[src/rtl/bht_access_arbiter_if.sv]
// ---------------------------------------------------------------------------
// bht_access_arbiter_if
//   Bundles the fetch lookup channel, the execute update channel, the BHT
//   array port and the arbiter status outputs.
//   Modports:
//     slave  - arbiter view (the bht_access_arbiter itself)
//     master - surrounding pipeline / BHT array view
//   Signals:
//     lk_valid/lk_ready/lk_pc          lookup request handshake
//     lk_rsp_valid/lk_rsp_ctr          lookup response, one cycle after accept
//     up_valid/up_ready/up_pc/up_ctr/up_taken  counter update handshake
//     bht_en/bht_we/bht_idx/bht_wdata  single-port BHT access
//     bht_rdata                        BHT read data, cycle after a read
//     q_count/draining                 queue occupancy and forced-drain flag
// ---------------------------------------------------------------------------
interface bht_access_arbiter_if #(
    parameter int IDX_W     = 8,
    parameter int UPD_DEPTH = 4
);
    logic                         lk_valid;
    logic                         lk_ready;
    logic [31:0]                  lk_pc;
    logic                         lk_rsp_valid;
    logic [1:0]                   lk_rsp_ctr;

    logic                         up_valid;
    logic                         up_ready;
    logic [31:0]                  up_pc;
    logic [1:0]                   up_ctr;
    logic                         up_taken;

    logic                         bht_en;
    logic                         bht_we;
    logic [IDX_W-1:0]             bht_idx;
    logic [1:0]                   bht_wdata;
    logic [1:0]                   bht_rdata;

    logic [$clog2(UPD_DEPTH):0]   q_count;
    logic                         draining;

    modport slave (
        input  lk_valid, lk_pc, up_valid, up_pc, up_ctr, up_taken, bht_rdata,
        output lk_ready, lk_rsp_valid, lk_rsp_ctr, up_ready,
               bht_en, bht_we, bht_idx, bht_wdata, q_count, draining
    );

    modport master (
        output lk_valid, lk_pc, up_valid, up_pc, up_ctr, up_taken, bht_rdata,
        input  lk_ready, lk_rsp_valid, lk_rsp_ctr, up_ready,
               bht_en, bht_we, bht_idx, bht_wdata, q_count, draining
    );
endinterface

[src/rtl/bht_access_arbiter.sv]
// ---------------------------------------------------------------------------
// bht_access_arbiter
//   Shares a single-port BHT between fetch lookups and execute-stage counter
//   updates. Lookups win; updates are saturated at push time, parked in a
//   small FIFO and written back in idle slots. A starvation guard forces a
//   drain phase (fetch stalled) when the FIFO fills or the head update has
//   waited STARVE_LIMIT cycles.
//   Ports:
//     clk_i  - clock, rising edge
//     rst_ni - asynchronous active-low reset
//     bus    - bht_access_arbiter_if.slave (lookup, update, BHT, status)
//   Optional feature macro: BHT_QUEUE_FWD_EN
//     defined   - a lookup hitting a queued update returns the youngest
//                 queued counter instead of the (stale) BHT read data
//     undefined - lookup response is always the BHT read data
//
//   state    | meaning
//   ---------+------------------------------------------------------------
//   ST_RUN   | lookups accepted; queued updates drain in lookup-free cycles
//   ST_DRAIN | fetch stalled; one queued update written per cycle until empty
// ---------------------------------------------------------------------------
module bht_access_arbiter #(
    parameter int IDX_W        = 8,
    parameter int UPD_DEPTH    = 4,
    parameter int STARVE_LIMIT = 8
) (
    input  logic                 clk_i,
    input  logic                 rst_ni,
    bht_access_arbiter_if.slave  bus
);
    localparam int PW = $clog2(UPD_DEPTH);
    localparam int AW = $clog2(STARVE_LIMIT + 1);

    localparam logic [0:0] ST_RUN   = 1'b0;
    localparam logic [0:0] ST_DRAIN = 1'b1;

    localparam logic [PW:0]   FULL_CNT = (PW+1)'(UPD_DEPTH);
    localparam logic [AW-1:0] AGE_MAX  = AW'(STARVE_LIMIT);

    typedef struct packed {
        logic [IDX_W-1:0] idx;
        logic [1:0]       ctr;
    } upd_t;

    upd_t             fifo_q [UPD_DEPTH];
    logic [PW-1:0]    wr_ptr_q, rd_ptr_q;
    logic [PW:0]      count_q, count_d;
    logic [AW-1:0]    age_q, age_d;
    logic [0:0]       state_q, state_d;
    logic             rsp_valid_q;

    logic             lk_acc, push, pop;
    logic [IDX_W-1:0] lk_idx, up_idx;
    logic [1:0]       new_ctr;
    upd_t             head;

    assign lk_idx = bus.lk_pc[IDX_W+1:2];
    assign up_idx = bus.up_pc[IDX_W+1:2];
    assign head   = fifo_q[rd_ptr_q];

    logic unused_pc_bits;
    assign unused_pc_bits = ^{bus.lk_pc[31:IDX_W+2], bus.lk_pc[1:0],
                              bus.up_pc[31:IDX_W+2], bus.up_pc[1:0]};

    // Saturating 2-bit counter step, done once at push so the drain path is a plain copy.
    always_comb begin
        new_ctr = bus.up_ctr;
        if (bus.up_taken) begin
            if (bus.up_ctr != 2'd3) new_ctr = bus.up_ctr + 2'd1;
        end else begin
            if (bus.up_ctr != 2'd0) new_ctr = bus.up_ctr - 2'd1;
        end
    end

    assign bus.lk_ready = (state_q == ST_RUN);
    assign bus.up_ready = (count_q != FULL_CNT);
    assign bus.draining = (state_q == ST_DRAIN);
    assign bus.q_count  = count_q;

    assign lk_acc = bus.lk_valid & bus.lk_ready;
    assign push   = bus.up_valid & bus.up_ready;
    // lk_acc is never set in DRAIN, so this also covers the drain-every-cycle case.
    assign pop    = (count_q != '0) & ~lk_acc;

    assign bus.bht_en    = lk_acc | pop;
    assign bus.bht_we    = pop;
    assign bus.bht_idx   = lk_acc ? lk_idx : head.idx;
    assign bus.bht_wdata = pop ? head.ctr : 2'b00;

    assign count_d = count_q + (PW+1)'(push) - (PW+1)'(pop);

    always_comb begin
        age_d = '0;
        if ((count_q != '0) && !pop) begin
            age_d = (age_q == AGE_MAX) ? age_q : age_q + AW'(1);
        end
    end

    always_comb begin
        state_d = state_q;
        case (state_q)
            ST_RUN:   if ((count_d == FULL_CNT) || (age_d == AGE_MAX)) state_d = ST_DRAIN;
            ST_DRAIN: if (count_d == '0) state_d = ST_RUN;
            default:  state_d = ST_RUN;
        endcase
    end

    always_ff @(posedge clk_i or negedge rst_ni) begin
        if (!rst_ni) begin
            wr_ptr_q    <= '0;
            rd_ptr_q    <= '0;
            count_q     <= '0;
            age_q       <= '0;
            state_q     <= ST_RUN;
            rsp_valid_q <= 1'b0;
        end else begin
            if (push) wr_ptr_q <= wr_ptr_q + PW'(1);
            if (pop)  rd_ptr_q <= rd_ptr_q + PW'(1);
            count_q     <= count_d;
            age_q       <= age_d;
            state_q     <= state_d;
            rsp_valid_q <= lk_acc;
        end
    end

    // Storage needs no reset: occupancy is tracked by count_q.
    always_ff @(posedge clk_i) begin
        if (push) fifo_q[wr_ptr_q] <= '{idx: up_idx, ctr: new_ctr};
    end

`ifdef BHT_QUEUE_FWD_EN
    logic       fwd_hit, fwd_hit_q;
    logic [1:0] fwd_ctr, fwd_ctr_q;

    // Scan stored entries oldest to youngest so the youngest match wins.
    // A push in the same cycle is not yet stored and is not considered.
    always_comb begin
        fwd_hit = 1'b0;
        fwd_ctr = 2'b00;
        for (int i = 0; i < UPD_DEPTH; i++) begin
            if (((PW+1)'(i) < count_q) &&
                (fifo_q[rd_ptr_q + PW'(i)].idx == lk_idx)) begin
                fwd_hit = 1'b1;
                fwd_ctr = fifo_q[rd_ptr_q + PW'(i)].ctr;
            end
        end
    end

    always_ff @(posedge clk_i or negedge rst_ni) begin
        if (!rst_ni) begin
            fwd_hit_q <= 1'b0;
            fwd_ctr_q <= 2'b00;
        end else begin
            fwd_hit_q <= lk_acc & fwd_hit;
            fwd_ctr_q <= fwd_ctr;
        end
    end

    assign bus.lk_rsp_ctr = !rsp_valid_q ? 2'b00 :
                            (fwd_hit_q ? fwd_ctr_q : bus.bht_rdata);
`else
    assign bus.lk_rsp_ctr = rsp_valid_q ? bus.bht_rdata : 2'b00;
`endif

    assign bus.lk_rsp_valid = rsp_valid_q;
endmodule
[src/flat_wrapper.sv]
// flat-port wrapper written by rule: the top's interface ports become plain ports
module bht_access_arbiter_flat 
#(
    parameter int IDX_W        = 8,
    parameter int UPD_DEPTH    = 4,
    parameter int STARVE_LIMIT = 8
)
  (clk_i, rst_ni, bus_lk_valid, bus_lk_pc, bus_up_valid, bus_up_pc, bus_up_ctr, bus_up_taken, bus_bht_rdata, bus_lk_ready, bus_lk_rsp_valid, bus_lk_rsp_ctr, bus_up_ready, bus_bht_en, bus_bht_we, bus_bht_idx, bus_bht_wdata, bus_q_count, bus_draining);
  bht_access_arbiter_if #(.IDX_W(IDX_W), .UPD_DEPTH(UPD_DEPTH)) bus_i ();
  input  logic clk_i;
  input  logic rst_ni;
  input wire logic [$bits(bus_i.lk_valid)-1:0] bus_lk_valid;
  input wire logic [$bits(bus_i.lk_pc)-1:0] bus_lk_pc;
  input wire logic [$bits(bus_i.up_valid)-1:0] bus_up_valid;
  input wire logic [$bits(bus_i.up_pc)-1:0] bus_up_pc;
  input wire logic [$bits(bus_i.up_ctr)-1:0] bus_up_ctr;
  input wire logic [$bits(bus_i.up_taken)-1:0] bus_up_taken;
  input wire logic [$bits(bus_i.bht_rdata)-1:0] bus_bht_rdata;
  output wire logic [$bits(bus_i.lk_ready)-1:0] bus_lk_ready;
  output wire logic [$bits(bus_i.lk_rsp_valid)-1:0] bus_lk_rsp_valid;
  output wire logic [$bits(bus_i.lk_rsp_ctr)-1:0] bus_lk_rsp_ctr;
  output wire logic [$bits(bus_i.up_ready)-1:0] bus_up_ready;
  output wire logic [$bits(bus_i.bht_en)-1:0] bus_bht_en;
  output wire logic [$bits(bus_i.bht_we)-1:0] bus_bht_we;
  output wire logic [$bits(bus_i.bht_idx)-1:0] bus_bht_idx;
  output wire logic [$bits(bus_i.bht_wdata)-1:0] bus_bht_wdata;
  output wire logic [$bits(bus_i.q_count)-1:0] bus_q_count;
  output wire logic [$bits(bus_i.draining)-1:0] bus_draining;
  assign bus_i.lk_valid = bus_lk_valid;
  assign bus_i.lk_pc = bus_lk_pc;
  assign bus_i.up_valid = bus_up_valid;
  assign bus_i.up_pc = bus_up_pc;
  assign bus_i.up_ctr = bus_up_ctr;
  assign bus_i.up_taken = bus_up_taken;
  assign bus_i.bht_rdata = bus_bht_rdata;
  assign bus_lk_ready = bus_i.lk_ready;
  assign bus_lk_rsp_valid = bus_i.lk_rsp_valid;
  assign bus_lk_rsp_ctr = bus_i.lk_rsp_ctr;
  assign bus_up_ready = bus_i.up_ready;
  assign bus_bht_en = bus_i.bht_en;
  assign bus_bht_we = bus_i.bht_we;
  assign bus_bht_idx = bus_i.bht_idx;
  assign bus_bht_wdata = bus_i.bht_wdata;
  assign bus_q_count = bus_i.q_count;
  assign bus_draining = bus_i.draining;
  bht_access_arbiter #(.IDX_W(IDX_W), .UPD_DEPTH(UPD_DEPTH), .STARVE_LIMIT(STARVE_LIMIT)) u_core (.clk_i(clk_i), .rst_ni(rst_ni), .bus(bus_i));
endmodule
[config.mk]
export PLATFORM = sky130hd
export DESIGN_NAME = bht_access_arbiter_flat
export DESIGN_NICKNAME = d
export VERILOG_FILES = /design/src/rtl/bht_access_arbiter_if.sv /design/src/rtl/bht_access_arbiter.sv /design/src/flat_wrapper.sv
export SDC_FILE = /design/constraint.sdc
export NUM_CORES = 1
export LEC_CHECK = 0
export CORE_ASPECT_RATIO = 1.75
export CORE_MARGIN = 4
export CORE_UTILIZATION = 40
export DETAILED_ROUTE_END_ITERATION = 8
export GPL_TIMING_DRIVEN = 1
export PLACE_DENSITY = 0.76
export RECOVER_POWER = 50
export SLEW_MARGIN = 25
export SYNTH_ARGS = -nofsm -noshare
export SYNTH_HDL_FRONTEND = slang
export SYNTH_SLANG_ARGS = --single-unit
[constraint.sdc]
create_clock -name clk_i -period 6.4 [get_ports clk_i]
set_clock_uncertainty 0.15 [all_clocks]
set_input_delay 1.6 -clock clk_i [delete_from_list [all_inputs] [get_ports clk_i]]
set_output_delay 1.6 -clock clk_i [all_outputs]
set_load 0.02 [all_outputs]
==> results of run 1 <==
layer usage:
layer / vias up / GRT usage / part of all wire
met1: 668 / 0.1403 / 0.36
met3: 7 / 0.03222 / 0.058
li1: 631 / - / -
met5: - / 0 / 0
met4: 0 / 0.05341 / 0.018
met2: 44 / 0.2429 / 0.56
cells in the final DEF, fill, tap and decap left out, types with 8 or more instances in the layout:
| cell | n |
|---|---|
| dlygate4sd3_1 | 12 |
| clkdlybuf4s50_1 | 33 |
| inv_1 | 12 |
| dfrtp_1 | 13 |
| edfxtp_1 | 40 |
| mux4_2 | 10 |
| nand2_1 | 28 |
| ha_1 | 8 |
sequential cells by signal (all words and copies together) (netlist names):
name and count:
u_core.wr_ptr_q 2, u_core.bus.lk_rsp_valid 1, u_core.age_q 4, u_core.bus.q_count 3, u_core.rd_ptr_q 2, u_core.bus.draining 1
u_core.fifo_q 40
cell families after synthesis:
kind of cell	Yosys count	synth area share
AO/OA/AOI/OAI	2	0.006538
XOR/XNOR	7	0.02670
adder cells (fa/ha/maj)	11	0.06104
buffers and inverters	15	0.02670
flip-flops	53	0.6648
multiplexers	12	0.1095
AND/OR/NAND/NOR	50	0.1046
power by group:
| group | switching, W | internal (W) |
|---|---|---|
| clock | 0.000107 | 0.0000778 |
| combinational | 0.000290 | 0.000300 |
| sequential | 0.0000691 | 0.000463 |
cell type report:
cell class	instances	area (um2)
inverter	12	45.04
sequential	53	1526
multi-input combinational	82	705.7
timing repair buffer	45	450.4
fill	502	2673
clock inverter	3	21.27
clock buffer	5	68.82
tap	76	95.09
final timing paths:
| check | slack [ns] | depth (start not counted) | end | from |
|---|---|---|---|---|
| setup / recovery | 0.85 | 6 | bus_bht_wdata[0] | bus_lk_valid |
| hold / removal | 0.41 | 1 | u_core.wr_ptr_q[1] | u_core.wr_ptr_q[1] |
| setup reg to reg | 3.17 | 12 | u_core.bus.draining | u_core.bus.draining |
| hold reg to reg | 0.41 | 1 | u_core.wr_ptr_q[1] | u_core.wr_ptr_q[1] |
| max in group asynchronous | 4.12 | 1 | u_core.bus.q_count[0] | rst_ni |
| min in group asynchronous | 1.58 | 1 | u_core.bus.lk_rsp_valid | rst_ni |
per-stage QoR:
stage,std cells,hold WS (ns)
4_1_cts,276,0.4173
6_report,276,0.4067
5_1_grt,276,0.4434
3_5_place_dp,268,0.3959
3_3_place_gp,268,0.3842
2_1_floorplan,150,0.3616
==> impl_metrics.toml, run 1 <==
[setup_path]
cp_max_fo = 11
crit_path_end_kind = "output pin"
crit_path_start_kind = "primary input"
slowest_stage = "clkdlybuf4s50_1"
critPathBufInv = 3
path_cells = "dlygate4sd3_1 -> nand2_1 -> inv_1 -> nor2_4 -> and2_1 -> clkdlybuf4s50_1"
cp.required_ns = 4.65
cpPeakStageDelay_ns = 0.60
crit_type = "primary input to output pin"
worst_ep_arrival_time_ns = 3.80
critPathTopFamily = "buffers and inverters"

[cells_and_area]
final_area_mm2 = 0.002913
syn_to_final_growth_pct = 26.87
drive_gt1_frac = 0.1000
diodes = 0
final_nets = 281
utilization = 0.5215

[synthesis]
synth_edf_count = 40
synth_top_area_cell = "edfxtp_1"
synth_ff_type = "edfxtp_1"
synth-async-reset-ratio = 0.2453
ys_warn_count = 0
synth_common_cells = "edfxtp_1 (40), nand2_1 (27), dfrtp_1 (13)"
yosysMostFrequentCell = "edfxtp_1"
syn_avg_cell_area_um2 = 15.31
synth_seq_cells = 53
synth.yosys.seq_area_share = 0.6649
synthCells = 150
synth_cell_types = 27
ys_top_cells_by_area = "edfxtp_1 (52%), dfrtp_1 (14%), mux4_2 (9.8%), nand2_1 (4.4%), ha_1 (4.4%)"
syn_nets = 232
synth_top_area_share = 0.5232
syn_area_mm2 = 0.002296

[clock_tree]
hold_buffers = 0
clkLatencyLatePin_ns = 0.30
post_cts_buffers = 0
cts-root-buf = "clkbuf_8"
path_clk_slew_ns = 0.09
htree_levels = 2
cts_sinks = 53
clockBufferDepth = 2
cts-resized-gates = 0
cts_buffers = 5
tritoncts = "built"

[floorplan]
core_mm2 = 0.005585
initial_core_util = 0.4111
die_x_um = 65.27
io-pin-count = 94
die_area_mm2 = 0.007064
rows = 36
die_y_um = 108.2

[placed_design]
placed_area_mm2 = 0.002825
post-dp-hpwl_um = 3079
portBuffers = 45
gp_congestion = 0.7074
dp_slack_ns = 1.207

[hold_path]
min_path_type = "flop to flop"

[run]
drv_cap = 0

[pwr]
p_total_w = 0.001306
powerDensity_mw_per_mm2 = 448.3
p_leak_nw = 1.120
ir_drop_mv = 0.2190

[grt]
grt_usage = 0.1318
grt_pass1_wl_um = 6858
first_global_vias = 1418
antenna_found_initial = 0
grt_overflow = 0
grt_max_degree = 18

[routing]
drt_iter0_markers = 35
viasPerCell = 4.891
drc = 0
wire_per_inst_um = 15.17
first_pass_iters = 4
routed_wl_um = 4186
routed-via-count = 1350
antenna_left = 0

[timing]
period_minus_slack_ns = 5.547
setup-tns-final_ns = 0
tightest_slew_ns = 0.7064
slew_headroom = 0.5291
rsz0062_at_grt = "false"
slew_viol_final = 0
fin_crit_sh = 0.8667
hold_viol = 0
fin_ws_ns = 0.8531
max_freq_mhz = 180.3
finalSetupViolations = 0

[outcome]
status = "finished, final reports clean"
Note: power is estimated with default switching activity, not from simulation.
==> run 2: changes to the inputs <==
CORE_UTILIZATION = 45   (was 40)
HOLD_SLACK_MARGIN = 0.02   (was not set)
PLACE_DENSITY = 0.84   (was 0.76)
==> run 2 against run 1 <==
Effect of this change: cell count shrank 8.0%; wire length shrank 4.2%; total power grew 2.2%; sequential power is essentially flat; largest power group unchanged.
==> impl_metrics.toml, run 2 (synthesis gave the netlist of run 1 again) <==
[grt]
grt_usage = 0.1427
antenna_found_initial = 0
first_global_vias = 1324
grt_overflow = 0
grt_max_degree = 16
grt_pass1_wl_um = 6258

[run]
drv_cap = 0

[clock_tree]
clkLatencyLatePin_ns = 0.30
post_cts_buffers = 0
clockBufferDepth = 2
cts_buffers = 5
cts_sinks = 53
hold_buffers = 0
cts-root-buf = "clkbuf_8"
tritoncts = "built"
htree_levels = 2
cts-resized-gates = 0
path_clk_slew_ns = 0.09

[pwr]
p_seq_frac = 0.400
pwr-share-comb = 0.439
p_int_w = 0.0008774
switchingPower_w = 0.0004576
p_sw_frac = 0.3428
p_leak_nw = 1.127
powerDensity_mw_per_mm2 = 460.1
ir_drop_mv = 0.3020
p_clk_frac = 0.161

[floorplan]
initial_core_util = 0.4613
core_mm2 = 0.004977
die_area_mm2 = 0.006354
rows = 34
io-pin-count = 94
die_x_um = 62.00
die_y_um = 102.5

[timing]
holdWs_ns = 0.4312
max_freq_mhz = 184.6
finalSetupViolations = 0
fin_crit_sh = 0.8465
tightest_slew_ns = 0.7162
slew_viol_final = 0
setup-tns-final_ns = 0
hold_viol = 0
period_minus_slack_ns = 5.418
slew_headroom = 0.5225
rsz0062_at_grt = "false"

[cells_and_area]
regMostFlops = "u_core.fifo_q"
drive_gt1_frac = 0.09500
largest_reg_flops = 40
syn_to_final_growth_pct = 26.38
utilization = 0.5830
final_cell_mix = "edfxtp_1 (40), clkdlybuf4s50_1 (33), nand2_1 (28)"
final_nets = 281
diodes = 0
final_common_cell = "edfxtp_1"

[routing]
routed-via-count = 1303
viasPerCell = 5.130
drt_iter0_markers = 57
antenna_left = 0
drc = 0
wire_per_inst_um = 15.80
first_pass_iters = 4
routed_wl_um = 4012

[setup_path]
cp.required_ns = 4.65
cp_max_fo = 11
crit_path_start_kind = "primary input"
crit_type = "primary input to output pin"
crit_path_end_kind = "output pin"
worst_ep_arrival_time_ns = 3.67

[placed_design]
gp_congestion = 0.7605
post-dp-hpwl_um = 2974
portBuffers = 45

[outcome]
status = "finished, final reports clean"

[hold_path]
min_path_type = "flop to flop"
run 2: cell count changes in the layout (fill, tap and decap cells not counted), sizes merged:
cell	previous run	this run
clkbuf	5	6
clkinv	2	1
inv	13	12
bufinv	0	1
run 2: worst max-delay path: stages:
cell and delay [ns]:
dlygate4sd3_1 0.53, nand2_1 0.27, inv_1 0.27, nor2_4 0.24, and2_1 0.15, clkdlybuf4s50_1 0.59
run 2: power groups by stage:
stage               Sequential [W]  Clock [W]  Combinational [W]
detailed placement        0.000546          0           0.000598
finish                    0.000534   0.000214           0.000586
global route              0.000547   0.000236           0.000641
CTS                       0.000538   0.000221           0.000601
global placement          0.000539          0           0.000584
floorplan                 0.000520          0           0.000391
run 2: final timing paths:
path                                      from                    end  slack [ns]  depth (start not counted)
max in group asynchronous               rst_ni     u_core.wr_ptr_q[0]        4.13                          1
min in group asynchronous               rst_ni  u_core.bus.q_count[0]        1.59                          1
min                         u_core.wr_ptr_q[1]     u_core.wr_ptr_q[1]        0.43                          1
max reg2reg                u_core.bus.draining    u_core.bus.draining        3.25                         12
min reg2reg                 u_core.wr_ptr_q[1]     u_core.wr_ptr_q[1]        0.43                          1
max                               bus_lk_valid       bus_bht_wdata[1]        0.98                          6
run 2: area by class of cell:
| class | instances | area, um2 |
|---|---|---|
| fillers | 386 | 2076 |
| flip-flops and latches | 53 | 1526 |
| multi-input cells | 82 | 705.7 |
| repair buffers | 45 | 450.4 |
| clock buffers | 6 | 72.57 |
| well taps | 54 | 67.56 |
| inverters | 12 | 45.04 |
| clock inverters | 2 | 33.78 |
run 2: routing by layer:
metal  vias up  global-route usage  part of all wire
li1        629                   -                 -
met1       634              0.1316              0.35
met2        34              0.2740              0.58
met3         6             0.03008             0.046
met4         0             0.06863             0.025
met5         -                   0                 0
run 2: metrics by stage:
stage	power [W]	setup WS [ns]	area, um2	std cells
6_report	0.001335	0.9823	2902	254
5_1_grt	0.001424	0.7849	2902	254
4_1_cts	0.001360	1.295	2904	254
3_5_place_dp	0.001144	1.303	2798	246
3_3_place_gp	0.001123	1.316	2798	246
2_1_floorplan	0.0009118	2.220	2296	150
==> run 3: changes to the inputs <==
CORE_UTILIZATION = 39   (was 45)
PLACE_DENSITY = 0.78   (was 0.84)
clock period = 4.6 ns   (was 6.4 ns; I/O delays follow)
==> run 3 against run 2 <==
Effect of this change: largest power group unchanged; setup slack got worse by 0.70 ns; core utilization shrank 6.5 points; critical endpoint is now bus_bht_wdata[0]; sequential share of layout area fell by 0.25 points; non-clock buffer count unchanged; clock power up 21%; register-to-register slack got worse by 1.6 ns; cell area increased by 0.47%; total power rose by 37%; sequential cell count unchanged; combinational power rose by 41%; cell count up 8.7%.
==> impl_metrics.toml, run 3 (synthesis gave the netlist of run 1 again) <==
[floorplan]
core_mm2 = 0.005630
die_x_um = 66
io-pin-count = 94
initial_core_util = 0.4078
die_y_um = 109.5
rows = 36
die_area_mm2 = 0.007227

[setup_path]
crit_path_start_kind = "primary input"
cp_max_fo = 11
worst_ep_arrival_time_ns = 3.02
cp.required_ns = 3.30
path_cells = "dlygate4sd3_1 -> nand2_2 -> inv_2 -> nor2_4 -> and2_1 -> clkdlybuf4s50_1"
critPathTopFamily = "buffers and inverters"
crit_type = "primary input to output pin"
critPathBufInv = 3
slowest_stage = "clkdlybuf4s50_1"
crit_cells = 6
cpPeakStageDelay_ns = 0.61
crit_path_end_kind = "output pin"
rrSetupSlack_ns = 1.67
reg2reg_depth = 12

[cells_and_area]
final_cell_mix = "edfxtp_1 (40), clkdlybuf4s50_1 (33), nand2_1 (27)"
regMostFlops = "u_core.fifo_q"
diodes = 0
final_nets = 281
drive_gt1_frac = 0.1050
n_fill_cell = 493
utilization = 0.5178
syn_to_final_growth_pct = 26.98
final_common_cell = "edfxtp_1"
largest_reg_flops = 40
final_area_mm2 = 0.002915

[routing]
viasPerCell = 4.797
routed-via-count = 1324
drt_iter0_markers = 33
antenna_left = 0
first_pass_iters = 4
wire_per_inst_um = 15.61
drc = 0
routed_wl_um = 4309

[hold_path]
min_path_type = "flop to flop"
hold_path_depth = 1

[grt]
grt_pass1_wl_um = 7079
grt_overflow = 0
first_global_vias = 1397
grt_usage = 0.1368
antenna_found_initial = 0
grt_max_degree = 16

[clock_tree]
cts-root-buf = "clkbuf_8"
clkLatencyLatePin_ns = 0.29
cts_buffers = 5
post_cts_buffers = 0
cts-resized-gates = 0
tritoncts = "built"
clockBufferDepth = 2
cts_sinks = 53
path_clk_slew_ns = 0.08
hold_buffers = 0
htree_levels = 2

[timing]
rsz0062_at_grt = "false"
slew_headroom = 0.5149
slew_viol_final = 0
setup-tns-final_ns = 0
fin_ws_ns = 0.2797
tightest_slew_ns = 0.7277
max_freq_mhz = 231.5
hold_viol = 0
finalSetupViolations = 0
fin_crit_sh = 0.9392
period_minus_slack_ns = 4.320

[placed_design]
gp_congestion = 0.7397
placed_area_mm2 = 0.002825
portBuffers = 45
post-dp-hpwl_um = 3180
dp_slack_ns = 0.3735

[pwr]
ir_drop_mv = 0.3014
powerDensity_mw_per_mm2 = 627.6
p_leak_nw = 1.118

[run]
drv_cap = 0

[outcome]
status = "finished, final reports clean"
## run 3: path summary, 6_finish.rpt
check | from | end
worst max-delay path | bus_lk_valid | bus_bht_wdata[0]
worst min-delay path | u_core.wr_ptr_q[1] | u_core.wr_ptr_q[1]
worst max register to register | u_core.bus.draining | u_core.bus.draining
worst min register to register | u_core.wr_ptr_q[1] | u_core.wr_ptr_q[1]
max in group asynchronous | rst_ni | u_core.rd_ptr_q[1]
min in group asynchronous | rst_ni | u_core.bus.lk_rsp_valid
## run 3: worst reg2reg max path: cells and delay by family (launching register included)
family	cells	cell delay [ns]
AOI/OAI and AO/OA	1	0.20
xor gates and xnor gates	2	0.31
adders and majority gates	3	0.84
buffers and inverters	3	0.39
DFF	1	0.41
muxes	1	0.26
and+or+nand+nor	2	0.25
## run 3: stage by stage
step           hold slack (ns)  total power (W)  instances
2_1_floorplan           0.3616         0.001269        150
3_3_place_gp            0.3959         0.001576        268
3_5_place_dp            0.4227         0.001601        268
4_1_cts                 0.4422         0.001862        276
5_1_grt                 0.4605         0.001956        276
6_report                0.4373         0.001830        276
## run 3: power breakdown
| group | internal, W | total [W] | switching [W] |
|---|---|---|---|
| Combinational | 0.000419 | 0.000826 | 0.000408 |
| Clock | 0.000123 | 0.000260 | 0.000137 |
| Sequential | 0.000644 | 0.000743 | 0.0000992 |
## run 3: cell type report
type                    count  area, um2  share of cell area
clock buffers               8      90.09             0.03090
inverters                  12      45.04             0.01545
multi-input cells          82      708.2              0.2429
flip-flops and latches     53       1526              0.5236
well taps                  76      95.09             0.03262
repair buffers             45      450.4              0.1545
## run 3: per-layer routing
metal | GRT usage | part of all wire
met5 | 0 | 0
met1 | 0.1354 | 0.35
met3 | 0.02965 | 0.042
met4 | 0.06541 | 0.024
met2 | 0.2613 | 0.59
